**src/rtl/fp_pkg.sv**
```systemverilog
// Shared definitions for the sequential single-precision adder: FSM encoding,
// IEEE-754 field widths, special constants and the unpacked-operand payload.
package fp_pkg;

  localparam int unsigned FP_W  = 32;
  localparam int unsigned EXP_W = 8;
  localparam int unsigned MAN_W = 23;
  localparam int unsigned BIAS  = 127;
  localparam int unsigned SIG_W = MAN_W + 1;

  localparam logic [FP_W-1:0]  QNAN    = 32'h7FC0_0000;
  localparam logic [FP_W-1:0]  POS_INF = 32'h7F80_0000;
  localparam logic [FP_W-1:0]  NEG_INF = 32'hFF80_0000;
  localparam logic [EXP_W-1:0] EXP_MAX = '1;

  // flags bit order is {invalid, overflow, underflow}
  localparam logic [2:0] FLG_NONE = 3'b000;
  localparam logic [2:0] FLG_INV  = 3'b100;
  localparam logic [2:0] FLG_OVF  = 3'b010;
  localparam logic [2:0] FLG_UNF  = 3'b001;

  typedef enum logic [2:0] {
    ST_IDLE,
    ST_UNPK,
    ST_ALGN,
    ST_ADDS,
    ST_NORM,
    ST_DONE
  } state_t;

  typedef struct packed {
    logic             sign;
    logic [EXP_W-1:0] exp;
    logic [SIG_W-1:0] sig;
  } unp_t;

  // Split a word into sign/exponent/significand; exponent-0 inputs flush to zero.
  function automatic unp_t unpack(input logic [FP_W-1:0] x, input logic neg);
    unp_t u;
    u.sign = x[FP_W-1] ^ neg;
    u.exp  = x[FP_W-2 -: EXP_W];
    u.sig  = (u.exp == '0) ? '0 : {1'b1, x[MAN_W-1:0]};
    return u;
  endfunction

  function automatic logic [FP_W-1:0] inf_of(input logic sign);
    return sign ? NEG_INF : POS_INF;
  endfunction

endpackage

```
**src/rtl/fp_lzc24.sv**
```systemverilog
// Leading-zero count of a 24-bit value; an all-zero input reports 24.
module fp_lzc24 (
  input  logic [23:0] value,
  output logic [4:0]  count
);

  // Ascending scan so the most significant set bit is the last to write.
  always_comb begin
    count = 5'd24;
    for (int i = 0; i < 24; i++) begin
      if (value[i]) count = 5'(23 - i);
    end
  end

endmodule

```
**src/rtl/fp_add_seq.sv**
```systemverilog
// Multi-cycle IEEE-754 single-precision adder/subtractor with truncation
// rounding and a fixed four-edge accept-to-done latency.
module fp_add_seq
  import fp_pkg::*;
(
  input  logic            clk,
  input  logic            reset,
  input  logic            start,
  input  logic            op,
  input  logic [FP_W-1:0] a,
  input  logic [FP_W-1:0] b,
  output logic            busy,
  output logic            done,
  output logic [FP_W-1:0] result,
  output logic [2:0]      flags
);

  state_t state, state_nx;
  logic   busy_nx, done_nx;

  logic [FP_W-1:0]  a_r, b_r;
  logic             op_r;
  unp_t             x_r, y_r;
  logic             spec_r;
  logic [FP_W-1:0]  spec_res_r;
  logic [2:0]       spec_flg_r;
  unp_t             big_r;
  logic [SIG_W-1:0] sml_r;
  logic             sub_r;
  logic [SIG_W:0]   sum_r;
  logic [EXP_W-1:0] exp_r;
  logic             sign_r;

  // State register and registered status outputs.
  always_ff @(posedge clk or negedge reset) begin
    if (!reset) begin
      state <= ST_IDLE;
      busy  <= 1'b0;
      done  <= 1'b0;
    end else begin
      state <= state_nx;
      busy  <= busy_nx;
      done  <= done_nx;
    end
  end

  always_comb begin
    state_nx = state;
    case (state)
      ST_IDLE: if (start) state_nx = ST_UNPK;
      ST_UNPK: state_nx = ST_ALGN;
      ST_ALGN: state_nx = ST_ADDS;
      ST_ADDS: state_nx = ST_NORM;
      ST_NORM: state_nx = ST_DONE;
      ST_DONE: state_nx = ST_IDLE;
      default: state_nx = ST_IDLE;
    endcase
    busy_nx = (state_nx != ST_IDLE);
    done_nx = (state_nx == ST_DONE);
  end

  // UNPK: field split plus NaN/infinity classification.
  unp_t            ua, ub;
  logic            a_max, b_max, a_nan, b_nan, a_inf, b_inf;
  logic            unpk_spec;
  logic [FP_W-1:0] unpk_res;
  logic [2:0]      unpk_flg;

  always_comb begin
    ua        = unpack(a_r, 1'b0);
    ub        = unpack(b_r, op_r);
    a_max     = (a_r[FP_W-2 -: EXP_W] == EXP_MAX);
    b_max     = (b_r[FP_W-2 -: EXP_W] == EXP_MAX);
    a_nan     = a_max &&  (|a_r[MAN_W-1:0]);
    b_nan     = b_max &&  (|b_r[MAN_W-1:0]);
    a_inf     = a_max && !(|a_r[MAN_W-1:0]);
    b_inf     = b_max && !(|b_r[MAN_W-1:0]);
    unpk_spec = a_max || b_max;
    unpk_res  = '0;
    unpk_flg  = FLG_NONE;
    if (a_nan || b_nan || (a_inf && b_inf && (ua.sign != ub.sign))) begin
      unpk_res = QNAN;
      unpk_flg = FLG_INV;
    end else if (a_inf) begin
      unpk_res = inf_of(ua.sign);
    end else if (b_inf) begin
      unpk_res = inf_of(ub.sign);
    end
  end

  // ALGN: larger magnitude first, smaller significand shifted right.
  logic             swap;
  unp_t             big, sml;
  logic [EXP_W-1:0] diff;
  logic [SIG_W-1:0] sml_sh;

  always_comb begin
    swap   = ({y_r.exp, y_r.sig} > {x_r.exp, x_r.sig});
    big    = swap ? y_r : x_r;
    sml    = swap ? x_r : y_r;
    diff   = big.exp - sml.exp;
    sml_sh = (diff >= 8'd25) ? '0 : (sml.sig >> diff);
  end

  // ADDS: magnitude add or subtract; larger operand never goes negative.
  logic [SIG_W:0] sum_nx;

  always_comb begin
    if (sub_r) sum_nx = {1'b0, big_r.sig} - {1'b0, sml_r};
    else       sum_nx = {1'b0, big_r.sig} + {1'b0, sml_r};
  end

  // NORM: renormalize, truncate, then resolve zero/overflow/underflow.
  logic [4:0]       lz;
  logic [9:0]       norm_exp;
  logic [MAN_W-1:0] norm_frac;
  logic [FP_W-1:0]  norm_res;
  logic [2:0]       norm_flg;

  fp_lzc24 u_lzc (
    .value (sum_r[SIG_W-1:0]),
    .count (lz)
  );

  always_comb begin
    if (sum_r[SIG_W]) begin
      norm_exp  = {2'b00, exp_r} + 10'd1;
      norm_frac = sum_r[SIG_W-1:1];
    end else begin
      norm_exp  = {2'b00, exp_r} - {5'd0, lz};
      norm_frac = 23'(sum_r[SIG_W-1:0] << lz);
    end
    norm_res = '0;
    norm_flg = FLG_NONE;
    if (spec_r) begin
      norm_res = spec_res_r;
      norm_flg = spec_flg_r;
    end else if (sum_r == '0) begin
      norm_res = '0;
    end else if (norm_exp[9] || (norm_exp == 10'd0)) begin
      norm_res = {sign_r, 31'd0};
      norm_flg = FLG_UNF;
    end else if (norm_exp >= 10'd255) begin
      norm_res = inf_of(sign_r);
      norm_flg = FLG_OVF;
    end else begin
      norm_res = {sign_r, norm_exp[EXP_W-1:0], norm_frac};
    end
  end

  // Pipeline registers, each loaded only in the state that produces it.
  always_ff @(posedge clk or negedge reset) begin
    if (!reset) begin
      a_r        <= '0;
      b_r        <= '0;
      op_r       <= 1'b0;
      x_r        <= '0;
      y_r        <= '0;
      spec_r     <= 1'b0;
      spec_res_r <= '0;
      spec_flg_r <= FLG_NONE;
      big_r      <= '0;
      sml_r      <= '0;
      sub_r      <= 1'b0;
      sum_r      <= '0;
      exp_r      <= '0;
      sign_r     <= 1'b0;
      result     <= '0;
      flags      <= FLG_NONE;
    end else begin
      case (state)
        ST_IDLE: begin
          if (start) begin
            a_r  <= a;
            b_r  <= b;
            op_r <= op;
          end
        end
        ST_UNPK: begin
          x_r        <= ua;
          y_r        <= ub;
          spec_r     <= unpk_spec;
          spec_res_r <= unpk_res;
          spec_flg_r <= unpk_flg;
        end
        ST_ALGN: begin
          big_r <= big;
          sml_r <= sml_sh;
          sub_r <= big.sign ^ sml.sign;
        end
        ST_ADDS: begin
          sum_r  <= sum_nx;
          exp_r  <= big_r.exp;
          sign_r <= big_r.sign;
        end
        ST_NORM: begin
          result <= norm_res;
          flags  <= norm_flg;
        end
        default: ;
      endcase
    end
  end

endmodule
```
**config.mk**
```make
export PLATFORM = sky130hd
export DESIGN_NAME = fp_add_seq
export DESIGN_NICKNAME = d
export VERILOG_FILES = /design/src/rtl/fp_pkg.sv /design/src/rtl/fp_lzc24.sv /design/src/rtl/fp_add_seq.sv
export SDC_FILE = /design/constraint.sdc
export NUM_CORES = 1
export LEC_CHECK = 0
export ABC_AREA = 0
export ABC_CLOCK_PERIOD_IN_PS = 5500
export BUFFER_PORTS_ARGS = -buffer_cell sky130_fd_sc_hd__buf_2
export CORE_UTILIZATION = 40
export DETAILED_ROUTE_END_ITERATION = 7
export HOLD_SLACK_MARGIN = 0.08
export PLACE_DENSITY_LB_ADDON = 0.3
export SLEW_MARGIN = 20
export SYNTH_ARGS = -nofsm -noshare
export SYNTH_HDL_FRONTEND = slang
export SYNTH_HIERARCHICAL = 1
export SYNTH_SLANG_ARGS = --single-unit
export TNS_END_PERCENT = 30
```
**constraint.sdc**
```tcl
create_clock -name clk -period 5.5 [get_ports clk]
set_clock_uncertainty 0.2 [all_clocks]
set_input_delay 1.1 -clock clk [delete_from_list [all_inputs] [get_ports clk]]
set_output_delay 1.1 -clock clk [all_outputs]
set_load 0.02 [all_outputs]
```
==> summary.md <==
Summing every instance area after synthesis gives 16,400 um^2. For this run, the top clock speed supported by timing is 198 MHz. Summed over all layers, the routed wires come to 44.4 mm. The synthesized design contains 0 enable-type register cells. After detailed routing, the average wire length per cell comes to 18.6 um. The commonest register cell after synthesis is sky130_fd_sc_hd__dfrtp_1. Worst setup path startpoint: y_r[7]$_DFFE_PN0N_. For the worst setup path, the data required time is 5.77 ns.

By area the synthesized netlist is led by sky130_fd_sc_hd__dfrtp_1, sky130_fd_sc_hd__mux2_2, sky130_fd_sc_hd__nand2_1. Counting every sink on the clock net gives 267. The run gives 0 as the overall overflow remaining after global route.

Adding up every negative setup slack in the final design gives 0 ns. At the pin with the least slew margin, the transition time is 0.928 ns. Clock-pin slew was measured on the worst setup and hold paths at 0.06 ns.

The floorplan step defined a die boundary enclosing 41,800 um^2. Prior to clock tree synthesis, the placed netlist has a worst setup slack of 0.488 ns. Buffers inserted during clock tree synthesis total 31.

The portion of synthesized cell area occupied by the leading cell type works out to 0.408. The sequential cell area fraction in the yosys report is 0.408, and the initial standard-cell utilization of the core is 0.409. The worst setup path is captured at a register.

For the clock latency at the later pin of the worst-skew pair, the log shows 0.60 ns. The average size of a mapped cell was 9.25 um^2; the total of cells resized after clock tree synthesis was 0. Port buffering added 104 buffers. Data on the critical path arrives at its endpoint at 5.32 ns. The clock root buffer was sky130_fd_sc_hd__clkbuf_16.

Setup repair after global routing left no endpoint under its margin. The final antenna-violating net count came out at 0. STA classifies the critical path startpoint as a register. Setup violations remaining at the end of the flow were counted as 0. The post-route clock period utilization was 0.917. The highest layer touched by signal routing is met4.

The detailed-route vias per instance came out at 5.67. The core area is 40,100 um^2, and the worst-case clock buffer depth is 3. The quantity of hold-fixing buffers added after cts is 0. Synthesis produced 1,771 cells. The area growth from synthesis to final layout is 12.9%, and the number of placement rows is 73. The tightest min-delay check is of the reg -> reg type.

The number of flip-flops and latches in the synthesized netlist is 267. TritonCTS built the clock tree. The logs give 117 for the largest net degree at the start of global routing and 804 for the starting DRC count in detailed routing. The startpoint identified for the worst hold timing path is result[2]$_DFFE_PN0N_. Overall routing resource usage: 0.216.

The final critical delay including setup and external delays was 5.04 ns. During synthesis, Yosys emitted a total of 6 warnings. The via count of the first global-routing pass is 13,099, and the remaining design rule violation count is 0.

The worst setup path is of the reg -> reg kind. The share of flip-flops with an asynchronous set or reset after synthesis came out at 1.00. The final net count was 1,973. The cell accounting for the most synthesized area is sky130_fd_sc_hd__dfrtp_1. The routed layout has 13,535 vias.

The start of the worst register-to-register path is y_r[7]$_DFFE_PN0N_. Setup slack on the critical path of the routed design comes to 0.455 ns. Yosys mapped the design onto 91 distinct sky130hd cell types. The number of nets handed over by synthesis was 1,905. The congestion estimate from routability-driven global placement came to 0.893. The fill cell total of the finished layout is 3,873, and the number of iterations in the first detailed-routing pass is 5. The met3 wire length came out at 2.04 mm. After detailed routing, the wire length on met1 is 20.9 mm. The number of violations of the max-capacitance limit is 0, and the first-pass GRT wire length is 72.0 mm. The fraction of layout instances using a drive strength above 1 is 0.171, and the number of top-level pins is 105.

The wire-length estimate of the detail-placed layout is 33.0 mm. The number of antenna violations at the first check in global routing was 0. The run gives 0 as the max-slew violation total from the final report. The post-CTS setup repair buffer count is 0.

The final-report hold violation count was 0. From left edge to right edge, the die measures 204 um. The run finished with clean final reports.

Wire segments on met2 add up to 20.0 mm in the final route. The die is 204 um tall. Along the worst path, the maximum fanout reaches 11.

The number of antenna diodes in the final layout is 0. The headroom to the max-slew limit is 0.377, and the H-tree depth is 1. Across all hold checks on the routed design, the worst slack comes to 0.273 ns.
==> cells in the mapped netlist (all sizes together), types with 7 or more instances <==
master and number:
nand2 238, mux2i 83, a21o 20, nor2 150, a22o 24, xnor2 40, nor2b 22, o22ai 7
a21oi 114, o21a 10, nor4 29, nand3 23, or3 8, nor3 32, o21ai 152, mux4 11
buf 20, dfrtp 267, xor2 17, mux2 85, o211ai 14, nand4 18, a22oi 17, clkbuf 77
a31oi 13, o22a 9, inv 65, ha 64, nand2b 9, a211oi 28
==> metrics by stage <==
| stage | instance area [um^2] | std cells | util |
|---|---|---|---|
| finish | 18500 | 2388 | 0.461 |
| CTS | 18500 | 2388 | 0.461 |
| global placement | 17400 | 2331 | 0.434 |
| detailed placement | 17400 | 2331 | 0.434 |
| floorplan | 16400 | 1771 | - |
| global route | 18500 | 2388 | 0.461 |
==> layout make-up <==
type	instances	area (um^2)	share of cell area
Multi-Input combinational cell	1342	9080	0.491
Sequential cell	267	6680	0.361
Clock buffer	44	875	0.0473
Timing Repair Buffer	132	766	0.0414
Tap cell	525	657	0.0355
Inverter	65	244	0.0132
Clock inverter	13	184	0.00995
==> worst paths after layout <==
path | endpoint | cells past startpoint | slack (ns)
max reg2reg | sml_r[3]$_DFFE_PN0P_ | 18 | 0.46
min reg2reg | result[2]$_DFFE_PN0N_ | 2 | 0.27
min in group asynchronous | result[2]$_DFFE_PN0N_ | 1 | 0.37
max in group asynchronous | big_r[18]$_DFFE_PN0P_ | 2 | 3.68
min | result[2]$_DFFE_PN0N_ | 2 | 0.27
max | sml_r[3]$_DFFE_PN0P_ | 18 | 0.46
==> placed cells by master, fill, tap and decap left out, drive strengths merged, types with 9 or more instances in the layout <==
master	instances
nor2	150
xor2	17
xnor2	40
o21ai	152
nor2b	22
buf	132
a22o	24
a211oi	28
mux4	11
nor4	29
nor3	32
dfrtp	267
a21oi	114
nand4	18
o211ai	14
nand3	23
o21a	10
nand2b	9
a21o	20
mux2	85
a22oi	17
clkbuf	44
nand2	238
o22a	9
mux2i	83
ha	64
inv	67
a31oi	13
==> cells by family after synthesis <==
family                   share of synthesized area
AND/OR/NAND/NOR                              0.160
XOR/XNOR                                    0.0309
buffers and inverters                       0.0403
multiplexers                                 0.124
flip-flops                                   0.408
adder cells (fa/ha/maj)                     0.0513
AO/OA/AOI/OAI                                0.185
==> sequential cells by signal, indices dropped and copies added, names as in the netlist, 8 cells and up <==
register and count:
exp_r 8, b_r 32, big_r 33, a_r 32
result 32, y_r 33, sum_r 25, x_r 33
sml_r 24
==> metal layers <==
metal,GRT usage,vias to the layer above
li1,-,6552
met3,0.0244,73
met1,0.309,6565
met4,0.0749,0
met2,0.338,345
met5,0,-
==> critical path: stages, from the launching register on <==
cell and delay [ns]:
sky130_fd_sc_hd__dfrtp_1 0.41, sky130_fd_sc_hd__ha_1 0.30, sky130_fd_sc_hd__and3_1 0.20, sky130_fd_sc_hd__a221o_1 0.37
sky130_fd_sc_hd__a221oi_2 0.35, sky130_fd_sc_hd__nor2_1 0.10, sky130_fd_sc_hd__nor2_1 0.41, sky130_fd_sc_hd__nand2_1 0.18
sky130_fd_sc_hd__o211a_1 0.24, sky130_fd_sc_hd__ha_1 0.23, sky130_fd_sc_hd__nand3_1 0.11, sky130_fd_sc_hd__o211ai_1 0.11
sky130_fd_sc_hd__o311a_1 0.40, sky130_fd_sc_hd__o21a_1 0.22, sky130_fd_sc_hd__o22ai_2 0.39, sky130_fd_sc_hd__nor3_2 0.08
sky130_fd_sc_hd__buf_4 0.21, sky130_fd_sc_hd__nor2b_1 0.15, sky130_fd_sc_hd__a221o_1 0.25
Power is not shown: default switching activity piles up to over one toggle a cycle in this logic, so the estimate is an artifact.
